### src/rtl/xor_stream_descrambler.sv
// Additive descrambler: each accepted word is XORed with a 16-bit Fibonacci LFSR
// keystream (x^16+x^14+x^13+x^11+1). The output is a single register stage.
module xor_stream_descrambler #(
    parameter logic [15:0] SEED_DEFAULT = 16'hACE1
) (
    input  logic        clk,
    input  logic        rst,
    input  logic        seed_load,
    input  logic [15:0] seed,
    input  logic        in_valid,
    output logic        in_ready,
    input  logic [15:0] in_data,
    output logic        out_valid,
    input  logic        out_ready,
    output logic [15:0] out_data,
    output logic [7:0]  word_cnt
);

    logic [15:0] r_lfsr;
    logic [15:0] r_out_data;
    logic        r_out_valid;
    logic [7:0]  r_word_cnt;

    logic        w_in_ready;
    logic        w_accept;
    logic        w_take;
    logic        w_fb;
    logic [15:0] w_lfsr_next;
    logic [15:0] w_seed_eff;

    // Handshake: a word moves on a side only in a cycle where valid && ready.
    // in_ready is combinational and is held low during a seed load, so a load
    // and an accept never coincide.
    assign w_in_ready  = !seed_load && (!r_out_valid || out_ready);
    assign w_accept    = in_valid && w_in_ready;
    assign w_take      = r_out_valid && out_ready;

    assign w_fb        = r_lfsr[15] ^ r_lfsr[13] ^ r_lfsr[12] ^ r_lfsr[10];
    assign w_lfsr_next = {r_lfsr[14:0], w_fb};
    // A zero state would lock the LFSR, so a zero seed falls back to the default.
    assign w_seed_eff  = (seed == 16'h0000) ? SEED_DEFAULT : seed;

    always_ff @(posedge clk) begin
        if (rst) begin
            r_lfsr     <= SEED_DEFAULT;
            r_word_cnt <= 8'h00;
        end else if (seed_load) begin
            r_lfsr     <= w_seed_eff;
            r_word_cnt <= 8'h00;
        end else if (w_accept) begin
            r_lfsr     <= w_lfsr_next;
            r_word_cnt <= r_word_cnt + 8'd1;
        end
    end

    // Output stage is independent of seed_load so a pending word survives a reseed.
    always_ff @(posedge clk) begin
        if (rst) begin
            r_out_valid <= 1'b0;
            r_out_data  <= 16'h0000;
        end else if (w_accept) begin
            r_out_valid <= 1'b1;
            r_out_data  <= in_data ^ r_lfsr;
        end else if (w_take) begin
            r_out_valid <= 1'b0;
        end
    end

    assign in_ready  = w_in_ready;
    assign out_valid = r_out_valid;
    assign out_data  = r_out_data;
    assign word_cnt  = r_word_cnt;

endmodule

### config.mk
export PLATFORM = sky130hd
export DESIGN_NAME = xor_stream_descrambler
export DESIGN_NICKNAME = d
export VERILOG_FILES = /design/src/rtl/xor_stream_descrambler.sv
export SDC_FILE = /design/constraint.sdc
export NUM_CORES = 1
export LEC_CHECK = 0
export ABC_CLOCK_PERIOD_IN_PS = 3490
export BUFFER_PORTS_ARGS = -buffer_cell sky130_fd_sc_hd__buf_4
export CORE_UTILIZATION = 43
export CTS_BUF_LIST = sky130_fd_sc_hd__clkbuf_16
export DETAILED_ROUTE_END_ITERATION = 8
export GPL_TIMING_DRIVEN = 0
export PLACE_DENSITY = 0.8
export RECOVER_POWER = 25
export SYNTH_ARGS = -nofsm -noshare
export SYNTH_HDL_FRONTEND = slang
export SYNTH_SLANG_ARGS = --single-unit
### constraint.sdc
create_clock -name clk -period 3.49 [get_ports clk]
set_input_delay 0.349 -clock clk [delete_from_list [all_inputs] [get_ports clk]]
set_output_delay 0.349 -clock clk [all_outputs]
set_load 0.01 [all_outputs]
==> summary.md <==
| Metric | Value |
|---|---|
| Required @ worst endpoint | `approximately 3.7 ns` |
| Final hold slack | `between 0.3 and 0.4 ns` |
| GRT Util Overall | `23.02%` |
| Clock Pin Slew Worst Setup and Hold Paths | `0.06 ns` |
| Post-synth EDFFs | `0` |
| Syn nets | `~240` |
| Compound-Gate Fraction of Synth Area | `approximately 22%` |
| Status | `completed` |
| XOR/XNOR Fraction of Synth Area | `10.17%` |
| DR vias | `1,785` |
| Pint | `between 0.8 and 0.9 mW` |
| Final Non-Filler Cells | `between 300 and 400` |
| Post-synth top cells | `41 x dfxtp_1, 21 x nor2_1, 20 x xnor2_1, 15 x nand2_1, 13 x a211oi_2` |
| Leakage | `between 0.9 and 1 nW` |
| Final GP Congestion | `about 0.85` |
| Crit-path max FO | `10` |
| Worst-path cell chain | `nand2b_2, nand3_2, clkbuf_1, nand2_1, a31oi_1` |
| Worst Setup Path Type | `reg -> reg` |
| Die area | `between 4000 and 5000 µm²` |
| Largest family of logic cells by synthesized area | `compound AO/OA/AOI/OAI gates` |
| Worst-Skew Late Latency | `roughly 0.28 ns` |
| Combinational Power Share | `between 10% and 20%` |
| Fin Setup TNS | `0 ns` |
| Synthesis-stage register bit count | `41` |
| Mux cell area share after synthesis | `less than 1%` |
| Top FF cell, synth | `dfxtp_1` |
| Horiz. Die Dim | `approximately 68 µm` |
| Distinct cells, synth | `32` |
| Max Slew Vio Count | `0` |
| Dpl cells | `between 300 and 400` |
| ANT cells | `0` |
| Slowest CP cell | `clkbuf_1` |
| Std-Cell Rows | `23` |
| Max stage delay on crit path | `about 0.44 ns` |
| Initial Util | `46.06%` |
| Layout Nets | `308` |
| Largest net degree at the start of global routing | `12` |
| Max Buffers Root-to-Sink | `2` |
| Yosys top cell by area | `dfxtp_1` |
| Post-DP HPWL | `~3700 µm` |
| Final Critical Period | `about 1.5 ns` |
| Postcts setup bufs | `0` |
| Max-cap violation count | `0` |
| CTS tree | `done` |
| Type of origin of the critical path | `flip-flop` |
| Area grow syn2layout | `31.68%` |
| CTS root buf | `clkbuf_16` |
| Die Y-Extent | `~68 µm` |
| Grt total ovfl | `0` |
| Adder-cell share of the synthesized area | `less than 1%` |
| Final wirelength | `5025 µm` |
| TritonCTS buffer count | `5` |
| CP endpoint kind | `flip-flop` |
| Routed len/inst | `about 16 µm` |
| Final period util | `between 40% and 50%` |
| Remaining DRCs | `0` |
| Mapped Cells | `~200` |
| Register area share after synthesis | `between 40% and 50%` |
| Fin Clk Skew | `a little over 0.006 ns` |
| Vias per cell | `roughly 5.6` |
| DRC marker count from the first detailed-route iteration | `140` |
| Simple-gate share of the synthesized area | `between 10% and 20%` |
| YS warnings | `0` |
| # hold bufs at CTS | `0` |
| Placeable Area | `between 4000 and 5000 µm²` |
| H-tree levels | `2` |
| Clock Sinks | `slightly above 40` |
| First-pass GRT wire length | `roughly 8000 µm` |
| Clk pwr share | `roughly 37%` |
| # resized after CTS | `0` |
| Peak supply drop | `193.6 µV` |
| NetSw | `roughly 0.29 mW` |
| Final ANT Viol Nets | `0` |
| Initial antenna violation count | `0` |
| Final setup viols | `0` |
| Final Hold Fails | `0` |
| Fmax | `around 670 MHz` |
| Most frequent cell after synthesis | `dfxtp_1` |
| Net switching share of the total power | `roughly a quarter` |
| Vias in the first global route | `between 1,500 and 2,000` |
| Tightest Pin Transition | `0.7169 ns` |
| CP arrival | `roughly 1.7 ns` |
| Flop pwr share | `a little under half` |
| Fillers | `395` |
| Worst hold path class | `in -> reg` |
| Slew HR | `a little over half` |
| Port Buffer Count | `slightly above 60` |
| Ys async rst share | `0%` |
| Post-synth top area share | `between 40% and 50%` |
| Top cells by area, synth | `dfxtp_1 43%, xnor2_1 9.2%, a211oi_2 8.6%, nor2_1 4.2%, o221a_2 4.2%` |
| Synth Cell Area | `roughly 1900 µm²` |
| Cell Pwr Density | `~450 nW/µm²` |
| Drt first pass iters | `4` |
| Share of cells above drive strength 1 | `a little under a third` |
| Syn avg cell area | `between 9 and 10 µm²` |
| RSZ-0062 raised after global routing | `false` |
| I/O pins | `63` |
-- cell families after synthesis --
group                    count (synthesis)
AO/OA/AOI/OAI                           48
XOR/XNOR                                22
adder cells (fa/ha/maj)                  1
buffers and inverters                   17
flip-flops                              41
multiplexers                             1
AND/OR/NAND/NOR                         71
-- power groups by stage --
stage / Sequential [mW] / Clock, mW / Combinational [mW]
6_report: 0.524 / 0.421 / 0.186
3_3_place_gp: 0.533 / 0 / 0.192
4_1_cts: 0.524 / 0.427 / 0.197
3_5_place_dp: 0.534 / 0 / 0.196
5_1_grt: 0.527 / 0.446 / 0.204
2_1_floorplan: 0.535 / 0 / 0.107
-- per-stage QoR --
| step | utilization [%] | area [µm²] | total power [mW] | setup slack, ns |
|---|---|---|---|---|
| floorplan | - | 1896 | 0.6422 | 2.193 |
| global placement | 58.89 | 2424 | 0.7243 | 1.914 |
| detailed placement | 58.89 | 2424 | 0.7295 | 1.880 |
| CTS | 62.12 | 2556 | 1.149 | 2.043 |
| global route | 60.66 | 2496 | 1.177 | 1.903 |
| finish | 60.66 | 2496 | 1.131 | 2.003 |
-- critical path, delay by kind of cell, from the launching register on --
family | cells | cell delay, ns
buffers and inverters | 1 | 0.44
flip-flops | 1 | 0.38
AO/OA/AOI/OAI | 1 | 0.22
AND/OR/NAND/NOR | 3 | 0.36
-- final timing paths --
| check | endpoint | start | cells after the start | slack, ns |
|---|---|---|---|---|
| worst max-delay path | r_lfsr[0] | out_valid | 5 | 2.00 |
| worst min register to register | word_cnt[7] | word_cnt[7] | 2 | 0.49 |
| worst min-delay path | r_lfsr[15] | seed[15] | 3 | 0.35 |
| worst max register to register | r_lfsr[0] | out_valid | 5 | 2.00 |
-- registers in the layout, summed over array words and instances, names as in the netlist --
name	cells
word_cnt	8
r_lfsr	16
out_data	16
out_valid	1
-- layout make-up --
| class | count | area [µm²] | area share, % |
|---|---|---|---|
| Multi-Input combinational cell | 143 | 998.5 | 40.00 |
| Clock buffer | 5 | 125.1 | 5.013 |
| Clock inverter | 2 | 7.507 | 0.3008 |
| Timing Repair Buffer | 62 | 405.4 | 16.24 |
| Sequential cell | 41 | 820.8 | 32.88 |
| Inverter | 4 | 15.01 | 0.6015 |
| Buffer | 13 | 61.31 | 2.456 |
| Tap cell | 50 | 62.56 | 2.506 |
-- layout by cell type, fill, tap and decap left out --
master     instances
a31oi_1            1
o21a_1             7
nor2_1            21
o221a_2            7
and4_1             1
a22oi_1            1
buf_1              2
o21ai_0            7
mux2i_1            1
nand2_1           15
a211oi_1           3
xor2_1             2
ha_1               1
xnor2_1           20
clkbuf_1          21
nand2b_2           1
o31ai_1            3
nor4_1             6
or3_1              1
nand3_2            1
clkinv_1           1
inv_2              1
or4_1              3
buf_4             48
a21oi_1            6
and2b_2            1
inv_1              4
a211oi_2          13
nand3_1           11
buf_2              4
nand4_1            9
clkbuf_16          5
dfxtp_1           41
nor3_4             1
-- per-layer routing --
layer  part of all wire (%)  routed length (µm)  global-route usage [%]
met1                     44                2188                   27.72
met2                     48                2398                   39.34
met3                    7.4                 374                   6.500
met4                    1.3                  64                   6.771
met5                      0                   0                       0
No activity file was read; power rests on OpenSTA's default activity.
